`src/rtl/present80_ks_if.sv`:
```
// Handshake bundle between the PRESENT-80 key schedule and its controller/round datapath.
// The dec signal exists only when PRESENT_KS_INVERSE_EN is defined.
interface present80_ks_if;
    logic [79:0] key_in;
    logic        start;
`ifdef PRESENT_KS_INVERSE_EN
    logic        dec;
`endif
    logic        ready;
    logic        rk_valid;
    logic [63:0] rk;
    logic [5:0]  round;
    logic        rk_ack;
    logic        done;

`ifdef PRESENT_KS_INVERSE_EN
    modport master (output key_in, start, dec, rk_ack,
                    input  ready, rk_valid, rk, round, done);
    modport slave  (input  key_in, start, dec, rk_ack,
                    output ready, rk_valid, rk, round, done);
`else
    modport master (output key_in, start, rk_ack,
                    input  ready, rk_valid, rk, round, done);
    modport slave  (input  key_in, start, rk_ack,
                    output ready, rk_valid, rk, round, done);
`endif
endinterface

```
`src/rtl/present80_key_schedule.sv`:
```
// Sequential PRESENT-80 key schedule emitting K1..K32 over a valid/ack handshake.
// Define PRESENT_KS_INVERSE_EN to add the dec input and the reverse (K32..K1) schedule.
module present80_key_schedule (
    input logic          clk,
    input logic          reset,
    present80_ks_if.slave ks
);

    typedef enum logic [0:0] {StIdle, StRun} state_e;

    state_e      state;
    logic [79:0] key_reg;
    logic [5:0]  rnd;
    logic        done_r;
    logic        last;
    logic [79:0] key_next;

    function automatic logic [3:0] sbox(input logic [3:0] x);
        logic [3:0] y;
        case (x)
            4'h0: y = 4'hC;  4'h1: y = 4'h5;  4'h2: y = 4'h6;  4'h3: y = 4'hB;
            4'h4: y = 4'h9;  4'h5: y = 4'h0;  4'h6: y = 4'hA;  4'h7: y = 4'hD;
            4'h8: y = 4'h3;  4'h9: y = 4'hE;  4'hA: y = 4'hF;  4'hB: y = 4'h8;
            4'hC: y = 4'h4;  4'hD: y = 4'h7;  4'hE: y = 4'h1;  default: y = 4'h2;
        endcase
        return y;
    endfunction

    function automatic logic [79:0] fwd_update(input logic [79:0] k, input logic [4:0] rc);
        logic [79:0] t;
        t          = {k[18:0], k[79:19]};
        t[79:76]   = sbox(t[79:76]);
        t[19:15]   = t[19:15] ^ rc;
        return t;
    endfunction

`ifdef PRESENT_KS_INVERSE_EN
    logic       dec_r;
    logic [5:0] rnd_m1;

    function automatic logic [3:0] sbox_inv(input logic [3:0] x);
        logic [3:0] y;
        case (x)
            4'h0: y = 4'h5;  4'h1: y = 4'hE;  4'h2: y = 4'hF;  4'h3: y = 4'h8;
            4'h4: y = 4'hC;  4'h5: y = 4'h1;  4'h6: y = 4'h2;  4'h7: y = 4'hD;
            4'h8: y = 4'hB;  4'h9: y = 4'h4;  4'hA: y = 4'h6;  4'hB: y = 4'h3;
            4'hC: y = 4'h0;  4'hD: y = 4'h7;  4'hE: y = 4'h9;  default: y = 4'hA;
        endcase
        return y;
    endfunction

    function automatic logic [79:0] inv_update(input logic [79:0] k, input logic [4:0] rc);
        logic [79:0] t;
        t          = k;
        t[19:15]   = t[19:15] ^ rc;
        t[79:76]   = sbox_inv(t[79:76]);
        return {t[60:0], t[79:61]};
    endfunction

    // Reverse schedule walks rnd down; the counter applied is that of the step being undone.
    always_comb begin
        rnd_m1   = rnd - 6'd1;
        last     = dec_r ? (rnd == 6'd1) : (rnd == 6'd32);
        key_next = dec_r ? inv_update(key_reg, rnd_m1[4:0]) : fwd_update(key_reg, rnd[4:0]);
    end
`else
    always_comb begin
        last     = (rnd == 6'd32);
        key_next = fwd_update(key_reg, rnd[4:0]);
    end
`endif

    always_ff @(posedge clk) begin
        if (!reset) begin
            state   <= StIdle;
            key_reg <= '0;
            rnd     <= '0;
            done_r  <= 1'b0;
`ifdef PRESENT_KS_INVERSE_EN
            dec_r   <= 1'b0;
`endif
        end else begin
            done_r <= 1'b0;
            case (state)
                StIdle: begin
                    if (ks.start) begin
                        state   <= StRun;
                        key_reg <= ks.key_in;
`ifdef PRESENT_KS_INVERSE_EN
                        dec_r   <= ks.dec;
                        rnd     <= ks.dec ? 6'd32 : 6'd1;
`else
                        rnd     <= 6'd1;
`endif
                    end
                end
                StRun: begin
                    if (ks.rk_ack) begin
                        if (last) begin
                            // Key register is left as-is so rk/round keep the final values.
                            state  <= StIdle;
                            done_r <= 1'b1;
                        end else begin
                            key_reg <= key_next;
`ifdef PRESENT_KS_INVERSE_EN
                            rnd     <= dec_r ? rnd - 6'd1 : rnd + 6'd1;
`else
                            rnd     <= rnd + 6'd1;
`endif
                        end
                    end
                end
                default: state <= StIdle;
            endcase
        end
    end

    assign ks.ready    = (state == StIdle);
    assign ks.rk_valid = (state == StRun);
    assign ks.rk       = key_reg[79:16];
    assign ks.round    = rnd;
    assign ks.done     = done_r;

endmodule

```
`src/flat_wrapper.sv`:
```
// flat-port wrapper written by rule: the top's interface ports become plain ports
module present80_key_schedule_flat 
  (clk, reset, ks_key_in, ks_start, ks_rk_ack, ks_ready, ks_rk_valid, ks_rk, ks_round, ks_done);
  present80_ks_if ks_i ();
  input logic clk;
  input logic reset;
  input wire logic [$bits(ks_i.key_in)-1:0] ks_key_in;
  input wire logic [$bits(ks_i.start)-1:0] ks_start;
  input wire logic [$bits(ks_i.rk_ack)-1:0] ks_rk_ack;
  output wire logic [$bits(ks_i.ready)-1:0] ks_ready;
  output wire logic [$bits(ks_i.rk_valid)-1:0] ks_rk_valid;
  output wire logic [$bits(ks_i.rk)-1:0] ks_rk;
  output wire logic [$bits(ks_i.round)-1:0] ks_round;
  output wire logic [$bits(ks_i.done)-1:0] ks_done;
  assign ks_i.key_in = ks_key_in;
  assign ks_i.start = ks_start;
  assign ks_i.rk_ack = ks_rk_ack;
  assign ks_ready = ks_i.ready;
  assign ks_rk_valid = ks_i.rk_valid;
  assign ks_rk = ks_i.rk;
  assign ks_round = ks_i.round;
  assign ks_done = ks_i.done;
  present80_key_schedule u_core (.clk(clk), .reset(reset), .ks(ks_i));
endmodule
```
`config.mk`:
```
export PLATFORM = sky130hd
export DESIGN_NAME = present80_key_schedule_flat
export DESIGN_NICKNAME = d
export VERILOG_FILES = /design/src/rtl/present80_ks_if.sv /design/src/rtl/present80_key_schedule.sv /design/src/flat_wrapper.sv
export SDC_FILE = /design/constraint.sdc
export NUM_CORES = 1
export LEC_CHECK = 0
export CORE_MARGIN = 10
export CORE_UTILIZATION = 47
export CTS_CLUSTER_SIZE = 10
export DETAILED_ROUTE_END_ITERATION = 16
export HOLD_SLACK_MARGIN = 0.08
export PLACE_DENSITY = 0.82
export RECOVER_POWER = 50
export SETUP_SLACK_MARGIN = 0.02
export SKIP_CTS_REPAIR_TIMING = 1
export SLEW_MARGIN = 20
export SYNTH_ARGS = -nofsm -noshare
export SYNTH_HDL_FRONTEND = slang
export SYNTH_SLANG_ARGS = --single-unit
```
`constraint.sdc`:
```
create_clock -name clk -period 3.22 [get_ports clk]
set_input_delay 0.644 -clock clk [delete_from_list [all_inputs] [get_ports clk]]
set_output_delay 0.644 -clock clk [all_outputs]
set_load 0.005 [all_outputs]
```
Yosys cells after proc, flatten, opt, wreduce, memory -nomap -nowiden:

Memories as Yosys holds them, arrays and structs flattened. A register that Yosys moved wholly into a read port is not among the register bits.
Cells that the tools add are included.
W data, S select, Z words.

* reduce and logical (&&, ||, !) cells: 2
* multiplexer cells: 15
* equality and inequality tests: 4
* $add $sub $neg: 1
* bitwise gates (word level): 2

Operators by type and width (count)
* $mux W80: 3
* $pmux W80 S2: 1
* $mux W6: 3
* $pmux W6 S2: 1
* $mux W4: 2
* $add A6 B1 Y6 const B: 1
* $eq A6 B6 Y1 const B: 1
* $ne A2 B2 Y1 const B: 3
* $reduce_and A3 Y1: 2
* $xor A5 B5 Y5: 1
* $mux W1: 4
* $pmux W1 S2: 1
* $not A1 Y1: 1

* logic and storage cells: 29
* bits in registers: 88
* memories: 1
* bits in read-only memories: 64
* input bits: 84
* output and inout port bits: 73

Memories
* (name not given): depth 16, bits a word 4, rd ports 1, clocked after Yosys merged registers in 1, wr ports 0, line present80_key_schedule.sv:20 `case (x)`

Depth between registers and ports, before layout:

* word-level depth: 6
* depth in mapped cells: 12
* mapped depth without buffers: 11

Least setup slack after synthesis:

No wires, ideal clock.

* path kind: input to register
* start point: input ks_start
* end point: register u_core.key_next[76] (netlist name)
* stages: 7
* data required time: 3162 ps
* arrival time: 2401 ps
* buffers on the path: 0
* setup time: 58 ps
* slack: 762 ps
* cells stage by stage: nor2b_1 > o31ai_1 > nand3_1 > o21a_1 > ha_1 > a221oi_1 > mux2_4

* cells in the longest elaborated chain, start to end: 4

RTL lines
* from (decl): line flat_wrapper.sv:8 `input wire logic [$bits(ks_i.start)-1:0] ks_start;`
* $ne A2 B2 Y1 (no source line)
* $reduce_and A3 Y1 (no source line)
* $mux W4 (no source line) (2 in a row)

Every way passes these cells.
A chain may end at the register's enable or synchronous reset.

Worst setup path after layout:

* start point: input reset
* end point: register u_core.key_next[79] (netlist name)

* cells in the longest elaborated chain, start to end: 1

RTL lines
* from (decl): line flat_wrapper.sv:6 `input logic reset;`
* $mux W4 (no source line)

Every way passes these cells.

==> results.sh <==
export IMPL_setup_violations_final=0
export IMPL_hold_path_end="u_core.key_reg[19]"
export IMPL_wl_met1_um=5233
export IMPL_finalHoldViolCount=0
export IMPL_p_per_area_nw_per_um2=444.0
export IMPL_grt_max_degree=89
export IMPL_route_antenna_remaining_nets=0
export IMPL_reg2reg_to="u_core.key_next[76]"
export IMPL_yosysTopAreaCell="dfxtp_1"
export IMPL_seq_area_frac_synth_pct=37.39
export IMPL_fill_cells=887
export IMPL_r2r_cells=8
export IMPL_clk_latency_ns=0.35
export IMPL_synthTopCellsByArea="dfxtp_1 (37%), mux2i_1 (16%), o211a_1 (15%)"
export IMPL_wl_met3_um=1079
export IMPL_fin_crit_sh_pct=88.04
export IMPL_antenna_found_initial=0
export IMPL_grt_first_pass_wirelength_um=19880
export IMPL_arrival_ns=3.08
export IMPL_place_detailed_instances=710
export IMPL_vdd_ir_drop_max_mv=0.2739
export IMPL_violations="max-capacitance violations, max-slew violations"
export IMPL_cts_buffers=9
export IMPL_drt_iter0_drc=222
export IMPL_path_cells="buf_2, clkbuf_2, o2111ai_1, nand2_2, mux2_2"
export IMPL_syn_to_final_growth_pct=27.20
export IMPL_r2r_slack_ns=0.46
export IMPL_h_tree_depth=3
export IMPL_synth_distinct_cells=39
export IMPL_n_antenna_cell=0
export IMPL_synthArstFlopShare_pct=0
export IMPL_via_count=3779
export IMPL_crit_path_max_fanout=84
export IMPL_layout_common_cells="dfxtp_1 (92), nand2_1 (85), clkdlybuf4s50_1 (83), mux2i_1 (79), o211a_1 (76)"
export IMPL_cts_root_buf="clkbuf_8"
export IMPL_cts_clk_slew_worst_paths_ns=0.09
export IMPL_avgSynthCellArea_um2=9.584
export IMPL_cp_top_family="buffers and inverters"
export IMPL_yosys_most_used_dff="dfxtp_1"
export IMPL_crit_slowest_cell="clkbuf_2"
export IMPL_critPathLaunchType="input pin"
export IMPL_status="finished, violations left"
export IMPL_io_buffers=156
export IMPL_gp_congestion=0.9013
export IMPL_tritoncts="yes"
export IMPL_hpwl_um=8994
export IMPL_layout_drive_gt1_share_pct=5.085
export IMPL_r2r_start="u_core.ks.rk_valid"
export IMPL_syn_area_um2=4926
export IMPL_yosys_register_bits=92
export IMPL_clock_sinks=92
export IMPL_rsz0062_at_grt="false"
export IMPL_num_nets_final=676
export IMPL_utilization_pct=60.97
export IMPL_clockBufferDepth=2
export IMPL_seq_area_um2=1842
export IMPL_fmax_mhz=352.7
export IMPL_core_um2=10280
export IMPL_worst_pin_slew_ns=1.681
export IMPL_ios=157
export IMPL_crit_required_ns=3.46
export IMPL_critPathKind="input pin to register"
export IMPL_grt_pass1_vias=3827
export IMPL_synthesis_nets=605
export IMPL_crit_buf_inv=2
export IMPL_dr_wl_met2_um=5941
export IMPL_fin_crit_ns=2.835
export IMPL_drc=0
export IMPL_min_path_type="register to register"
export IMPL_slowest_delay_ns=1.22
export IMPL_crit_path_end_kind="register"
export IMPL_fin_cells=726
export IMPL_slew_viol_final=85
export IMPL_finClkSkew_ns=0.01441
export IMPL_hold_depth=2
export IMPL_grt_usage_pct=16.10
export IMPL_num_rows=37
export IMPL_grt_ovfl_total=0
export IMPL_start_util_pct=47.93
export IMPL_total_power_w=0.002782
export IMPL_vias_per_cell=5.205
export IMPL_hp_start="u_core.key_reg[19]"
export IMPL_max_cap_viol_count=1
export IMPL_synth_top_area_share_pct=37.39
export IMPL_slew_headroom_pct=-12.06
export IMPL_synth_edf_count=0
export IMPL_syn_inst=514
export IMPL_largest_register_ffs=80
export IMPL_top_layer="met4"
export IMPL_fp_dieH_um=122.4
export IMPL_totalWireLength_um=12340
export IMPL_dieArea_um2=14980
export IMPL_cellLeakagePower_nw=3.278
export IMPL_drtPass1Iterations=4
export IMPL_multi_input_area_um2=2400
export IMPL_wl_per_cell_um=16.99
export IMPL_yosys_warnings=0
export IMPL_finalSetupTns_ns=0
export IMPL_mostFrequentLayoutCell="dfxtp_1"
export IMPL_die_x_um=122.4
[area by class of cell]
cell class | count | share of cell area [%]
inverter | 10 | 0.5990
clock buffer | 11 | 2.416
clock inverter | 5 | 0.9585
multi-input combinational | 310 | 38.30
timing repair buffer | 162 | 25.62
tap | 136 | 2.716
sequential | 92 | 29.39
[how the worst max path moves through the flow]
stage               depth (start not counted)             endpoint  slack, ns      from
finish                                      5  u_core.key_next[79]       0.38     reset
global placement                            7  u_core.key_next[76]       0.46  ks_start
CTS                                         8  u_core.key_next[76]       0.53  ks_start
floorplan                                   7  u_core.key_next[76]       0.76  ks_start
global route                                5  u_core.key_next[79]       0.17     reset
detailed placement                          8  u_core.key_next[76]       0.19  ks_start
[cells by family after synthesis]
family,after synthesis,synth area share (%)
AO/OA/AOI/OAI,99,18.67
XOR/XNOR,9,1.600
adder cells (fa/ha/maj),7,1.778
buffers and inverters,112,13.67
flip-flops,92,37.39
multiplexers,84,17.53
AND/OR/NAND/NOR,111,9.373
[where the power goes]
part | switching (W) | internal [W] | leakage, nW
clock network | 0.000402 | 0.000401 | 0.0938
registers | 0.0000832 | 0.00125 | 0.763
logic | 0.000273 | 0.000375 | 2.42
[Yosys cell counts (3+ instances only)]
cell type / number
dfxtp_1: 92
nand2_1: 85
mux2i_1: 78
o211a_1: 76
buf_4: 64
clkbuf_1: 32
inv_1: 10
ha_1: 7
nor2_1: 7
o21ai_0: 6
xor2_1: 5
buf_2: 4
mux2_2: 4
xnor2_1: 4
a21oi_1: 3
nand3_1: 3
nand4_1: 3
nor3_1: 3
o21a_1: 3
[routing by layer]
layer | up-vias | GRT usage [%]
met5 | - | 0
met4 | 0 | 3.608
met3 | 10 | 6.015
met2 | 127 | 27.22
met1 | 1758 | 19.05
li1 | 1884 | -
[tightest hold or removal path: stages (launching register included)]
cell,delay (ns)
dfxtp_1,0.34
nand2_1,0.06
a21boi_0,0.06
[metrics by stage]
stage                     hold WS [ns]  instance area (um2)  setup slack [ns]
after floorplan                 0.4541                 4926            0.7615
after global placement          0.4805                 6080            0.4613
after detailed placement        0.4873                 6080            0.1910
after CTS                       0.5083                 6291            0.5300
after global routing            0.5284                 6266            0.1742
final                           0.5048                 6266            0.3850
Power figures use the tool's default switching activity.
